==> config.mk <==
export PLATFORM = sky130hd
export DESIGN_NAME = dvfs_seq_ctrl
export DESIGN_NICKNAME = d
export VERILOG_FILES = /design/src/rtl/dvfs_seq_ctrl.sv
export SDC_FILE = /design/constraint.sdc
export NUM_CORES = 1
export LEC_CHECK = 0
export CAP_MARGIN = 0
export CORE_MARGIN = 5
export CORE_UTILIZATION = 60
export DETAILED_ROUTE_END_ITERATION = 10
export PLACE_DENSITY = 0.89
export SYNTH_ARGS = -nofsm -noshare
export SYNTH_HDL_FRONTEND = slang
export SYNTH_SLANG_ARGS = --single-unit
==> constraint.sdc <==
create_clock -name clk -period 4.6 [get_ports clk]
set_clock_uncertainty 0.2 [all_clocks]
set_input_delay 1.15 -clock clk [delete_from_list [all_inputs] [get_ports clk]]
set_output_delay 1.15 -clock clk [all_outputs]
set_load 0.02 [all_outputs]
==> src/rtl/dvfs_seq_ctrl.sv <==
// Multi-domain DVFS controller.
// Picks one global power mode from the perf, thermal, battery and idle inputs,
// applying hysteresis and a minimum dwell time. Each V/F domain then walks its
// levels one step at a time toward that mode's target. Frequency drops before
// voltage drops, and voltage rises before frequency rises.
module dvfs_seq_ctrl #(
  parameter int NUM_DOM = 3,
  parameter int VW      = 2,
  parameter int FW      = 3,
  parameter int SETTLE  = 4,
  parameter int DWELL   = 8
) (
  input  logic                  clk,
  input  logic                  rst_n,
  input  logic                  perf_req,
  input  logic [1:0]            temp_lvl,
  input  logic [1:0]            batt_lvl,
  input  logic [NUM_DOM-1:0]    dom_idle,
  output logic [NUM_DOM*VW-1:0] vlevel,
  output logic [NUM_DOM*FW-1:0] flevel,
  output logic [2:0]            mode,
  output logic                  power_save,
  output logic [NUM_DOM-1:0]    busy
);

  typedef enum logic [2:0] {
    M_NORMAL  = 3'd0,
    M_PERF    = 3'd1,
    M_PSAVE   = 3'd2,
    M_THERMAL = 3'd3,
    M_BATT    = 3'd4
  } mode_e;

  typedef enum logic [2:0] {
    S_IDLE,
    S_F_DN,
    S_V_STEP,
    S_V_SETTLE,
    S_F_UP
  } seq_e;

  localparam logic [VW-1:0] VMAX = '1;
  localparam logic [FW-1:0] FMAX = '1;
  localparam int DCW = $clog2(DWELL + 1);
  localparam int SCW = $clog2(SETTLE + 1);
  localparam logic [DCW-1:0] DWELL_MAX   = DCW'(DWELL);
  localparam logic [SCW-1:0] SETTLE_LAST = SCW'(SETTLE - 1);

  mode_e          mode_r;
  mode_e          mode_req;
  logic [DCW-1:0] dwell_cnt;
  logic           mode_take;

  logic [VW-1:0]  tgt_v [NUM_DOM];
  logic [FW-1:0]  tgt_f [NUM_DOM];

  // Requested mode. Battery outranks thermal. Both urgent modes hold until their input clears.
  always_comb begin
    // NOTE: a complete if/else chain assigns mode_req on every path, so no latch is inferred.
    if (mode_r == M_BATT && batt_lvl < 2'd2)            mode_req = M_BATT;
    else if (batt_lvl == 2'd0)                          mode_req = M_BATT;
    else if (mode_r == M_THERMAL && temp_lvl != 2'd0)   mode_req = M_THERMAL;
    else if (temp_lvl >= 2'd2)                          mode_req = M_THERMAL;
    else if (perf_req)                                  mode_req = M_PERF;
    else if (&dom_idle)                                 mode_req = M_PSAVE;
    else                                                mode_req = M_NORMAL;
  end

  // Urgent modes are entered at once. Any other change waits for the dwell counter to fill.
  assign mode_take = (mode_req != mode_r) &&
                     (mode_req == M_BATT || mode_req == M_THERMAL || dwell_cnt == DWELL_MAX);

  // Mode register, saturating dwell counter and registered power_save flag.
  always_ff @(posedge clk or negedge rst_n) begin
    // NOTE: state is written with non-blocking assignments so every flop samples pre-edge values.
    if (!rst_n) begin
      mode_r     <= M_NORMAL;
      dwell_cnt  <= '0;
      power_save <= 1'b0;
    end else if (mode_take) begin
      mode_r     <= mode_req;
      dwell_cnt  <= '0;
      power_save <= (mode_req == M_PSAVE) || (mode_req == M_BATT);
    end else if (dwell_cnt != DWELL_MAX) begin
      dwell_cnt  <= dwell_cnt + 1'b1;
    end
  end

  assign mode = mode_r;

  // Per-domain (V,F) target for the current mode. Idle domains in NORMAL or PERF fall back to PSAVE levels.
  always_comb begin
    for (int d = 0; d < NUM_DOM; d++) begin
      tgt_v[d] = '0;
      tgt_f[d] = '0;
      case (mode_r)
        M_NORMAL:  begin tgt_v[d] = VMAX >> 1; tgt_f[d] = FMAX >> 1; end
        M_PERF:    begin tgt_v[d] = VMAX;      tgt_f[d] = FMAX;      end
        M_THERMAL: begin tgt_v[d] = VMAX >> 1; tgt_f[d] = FMAX >> 2; end
        M_PSAVE:   begin tgt_v[d] = '0;        tgt_f[d] = FW'(1);    end
        default:   begin tgt_v[d] = '0;        tgt_f[d] = '0;        end
      endcase
      if ((mode_r == M_NORMAL || mode_r == M_PERF) && dom_idle[d]) begin
        tgt_v[d] = '0;
        tgt_f[d] = FW'(1);
      end
    end
  end

  for (genvar d = 0; d < NUM_DOM; d++) begin : g_dom
    seq_e           state;
    logic [VW-1:0]  v_cur;
    logic [VW-1:0]  v_goal;
    logic [FW-1:0]  f_cur;
    logic [FW-1:0]  f_goal;
    logic [SCW-1:0] settle_cnt;
    logic           seq_busy;

    // Ramp sequencer. The goal is latched when a sequence starts, so a later target change waits for IDLE.
    // The guards (f > goal, v < goal, ...) keep every step inside 0..MAX without wrapping.
    always_ff @(posedge clk or negedge rst_n) begin
      if (!rst_n) begin
        state      <= S_IDLE;
        v_cur      <= '0;
        v_goal     <= '0;
        f_cur      <= '0;
        f_goal     <= '0;
        settle_cnt <= '0;
        seq_busy   <= 1'b0;
      end else begin
        case (state)
          S_IDLE: begin
            if (tgt_v[d] != v_cur || tgt_f[d] != f_cur) begin
              v_goal   <= tgt_v[d];
              f_goal   <= tgt_f[d];
              seq_busy <= 1'b1;
              state    <= S_F_DN;
            end
          end
          S_F_DN: begin
            if (f_cur > f_goal) f_cur <= f_cur - 1'b1;
            else                state <= S_V_STEP;
          end
          S_V_STEP: begin
            if (v_cur < v_goal) begin
              v_cur      <= v_cur + 1'b1;
              settle_cnt <= '0;
              state      <= S_V_SETTLE;
            end else if (v_cur > v_goal) begin
              v_cur      <= v_cur - 1'b1;
              settle_cnt <= '0;
              state      <= S_V_SETTLE;
            end else begin
              state      <= S_F_UP;
            end
          end
          S_V_SETTLE: begin
            if (settle_cnt == SETTLE_LAST) state      <= S_V_STEP;
            else                           settle_cnt <= settle_cnt + 1'b1;
          end
          S_F_UP: begin
            if (f_cur < f_goal) begin
              f_cur <= f_cur + 1'b1;
            end else begin
              seq_busy <= 1'b0;
              state    <= S_IDLE;
            end
          end
          default: state <= S_IDLE;
        endcase
      end
    end

    assign vlevel[d*VW +: VW] = v_cur;
    assign flevel[d*FW +: FW] = f_cur;
    assign busy[d]            = seq_busy;
  end

endmodule
==> metrics.txt <==
pin count of the biggest net entering global routing=30; die width=87.2 um; most frequent CP cell=nor4b_1; average routed wire per standard cell=15.5 um; Final Power=3.02 mW; post-synthesis register bit count=56; GP Congestion=0.856; Post-Syn Nets=400; Synth area leaders=dfrtp_1, ha_1, mux2_2; Starting Density=61.1%; CP required=4.60 ns; fillcell total=453; vias in the first global route=2850; sw frac=43.8%; Post-synth top flop=dfrtp_1; Area growth syn-to-layout=12.5%; register area share after synthesis=39.2%; DR vias=2747; first drt pass iteration count=4; clk buf depth=2; DRC viols=0; top-area cell type share of the netlist area=39.2%; status=finished clean; Place WS=0.919 ns; first-pass GRT wire length=13100 um; f_max=0.298 GHz; CP Max Fanout=6; DP Area=3900 sq um; GRT Total Usage=21.2%; final worst setup slack=1.24 ns; nets@finish=426; most frequent cell after synthesis=dfrtp_1; I/O pin count=32; FP Rows=28; Routed Antenna Nets=0; Seq pwr share=33.6%; Mapped Avg Cell Area=9.83 sq um; Slew headroom=40.2%; final-report hold violation count=0; Buf/Inv on CP=1; layout cells sized above 1=9.46%; RSZ-0062 raised after global routing=false; Max stage delay cell, worst path=or4_1; Inserted Clock Buffers=5; die area=7610 sq um; Clock Sinks=56; Leak=1.72 nW; Synth Cell Area=3580 sq um; post-synth cell types=56; CTS Root Cell=clkbuf_8; DP HPWL=5370 um; First DRT Iteration DRCs=123; Finished Cell Area=4030 sq um; Setup violations, final=0; Post-CTS Hold Fix Bufs=0; fin util=68.8%; Tcrit/Tclk final=73.0%; CTS H-tree depth=2; CTS tree=yes; Crit. End Element=flip-flop; Ant. Diodes=0; Fin Hold WS=0.320 ns; Post-synth EDFFs=0; Setup TNS Final=0 ns; Comb power frac=54.7%; Least-Margin Pin Slew=0.874 ns; initial antenna violation count=0; drt total wl=7210 um; vias per cell=5.89; CP cell instances=clkdlybuf4s50_1 > nor4b_1 > mux2i_1 > nor4b_1 > or4_1 > mux2_4; Storage cell area=1400 sq um; hold crit path type=flip-flop to flip-flop; die height=87.2 um; Psw=1.32 mW; Final Max Slew Viols=0; worst skew pair latency=0.31 ns; CP delay by family, top=simple AND/OR/NAND/NOR gates; Clock Power Share=11.7%; Max VDD drop=464 uV; multi-input logic area=1970 sq um; Gate Count Post-Synth=364; Crit Path Class=input pin to flip-flop; Worst path max stage delay=0.55 ns; Int Power=1.69 mW; core box area=5850 sq um; setup bufs post-CTS=0; Resized Gates After CTS=0; Yosys warnings=0; Reg clk slew, reported paths=0.09 ns; asr flop ratio synth=100%; startpoint types=input pin; post-placement cell count=458; Pwr per Cell Area=749 nW/um^2; Port Buffers=31; Yosys top cell by area=dfrtp_1; Max Cap Viol=0; WP data arrival=3.36 ns; total gr overflow=0; Synth top cells by count=dfrtp_1, inv_1, nor2_1; post-layout min period=3.36 ns; Post-Layout Cell Count=466
[final timing paths]
kind,slack [ns],cells past startpoint,startpoint,endpoint
max,1.24,6,dom_idle[2],g_dom[2].v_goal[0]$_DFFE_PN0P_
min,0.32,1,g_dom[0].v_goal[0]$_DFFE_PN0P_,g_dom[0].v_goal[0]$_DFFE_PN0P_
max reg2reg,1.74,6,g_dom[1].f_cur[1]$_DFFE_PN0P_,g_dom[1].f_cur[1]$_DFFE_PN0P_
min reg2reg,0.32,1,g_dom[0].v_goal[0]$_DFFE_PN0P_,g_dom[0].v_goal[0]$_DFFE_PN0P_
max in group asynchronous,2.76,2,rst_n,g_dom[1].f_cur[0]$_DFFE_PN0P_
min in group asynchronous,0.65,1,rst_n,g_dom[0].settle_cnt[2]$_DFFE_PN0P_
[layer usage]
| layer | vias up | global-route usage [%] | wire [um] |
|---|---|---|---|
| li1 | 1356 | - | - |
| met1 | 1325 | 27.2 | 3200 |
| met2 | 53 | 37.4 | 3710 |
| met3 | 13 | 3.50 | 212 |
| met4 | 0 | 5.44 | 93 |
| met5 | - | 0 | 0 |
[cell type report]
class	count	share of cell area [%]
Clock buffer	7	2.39
Clock inverter	1	0.746
Inverter	32	2.98
Multi-Input combinational cell	263	49.0
Sequential cell	56	34.8
Tap cell	75	2.33
Timing Repair Buffer	32	7.77
[cells by family (layout without fill, tap and decap cells)]
kind of cell | Yosys count | in the layout | synth area share (%)
xor+xnor | 22 | 22 | 5.39
fa+ha+maj | 26 | 26 | 9.72
simple gates | 116 | 116 | 18.0
mux | 21 | 21 | 6.96
flops | 56 | 56 | 39.2
buf+inv | 45 | 72 | 5.74
compound gates | 78 | 78 | 15.0
[flip-flops by register name, indices dropped and copies added, names as in the netlist, 3 cells and up]
register / flops
g_dom.f_cur: 9
g_dom.v_cur: 6
mode: 3
g_dom.state: 9
g_dom.f_goal: 6
dwell_cnt: 4
g_dom.v_goal: 6
g_dom.seq_busy: 3
g_dom.settle_cnt: 9
[worst register-to-register path, stage by stage (launching register included)]
cell       delay (ns)
dfrtp_1          0.48
ha_1             0.33
nor2b_1          0.12
o21ai_0          0.15
a2111oi_0        0.81
o21a_1           0.32
mux2_2           0.35
[power groups by stage]
| stage | Sequential, mW | Combinational (mW) | Clock, mW |
|---|---|---|---|
| 4_1_cts | 1.01 | 1.66 | 0.360 |
| 2_1_floorplan | 0.991 | 1.21 | 0 |
| 5_1_grt | 1.06 | 1.86 | 0.380 |
| 6_report | 1.01 | 1.65 | 0.351 |
| 3_3_place_gp | 1.01 | 1.57 | 0 |
| 3_5_place_dp | 1.02 | 1.64 | 0 |
[placed cells by master (no fill, tap or decap), types with 15 or more instances in the layout]
master | Yosys | final
o21ai_0 | 21 | 21
nand2_1 | 16 | 16
nor2_1 | 27 | 27
xnor2_1 | 16 | 16
mux2_2 | 15 | 15
a21oi_1 | 19 | 19
ha_1 | 23 | 23
inv_1 | 32 | 32
dfrtp_1 | 56 | 56
nor3_1 | 20 | 20
clkdlybuf4s50_1 | 0 | 30
Power figures use the tool's default switching activity.
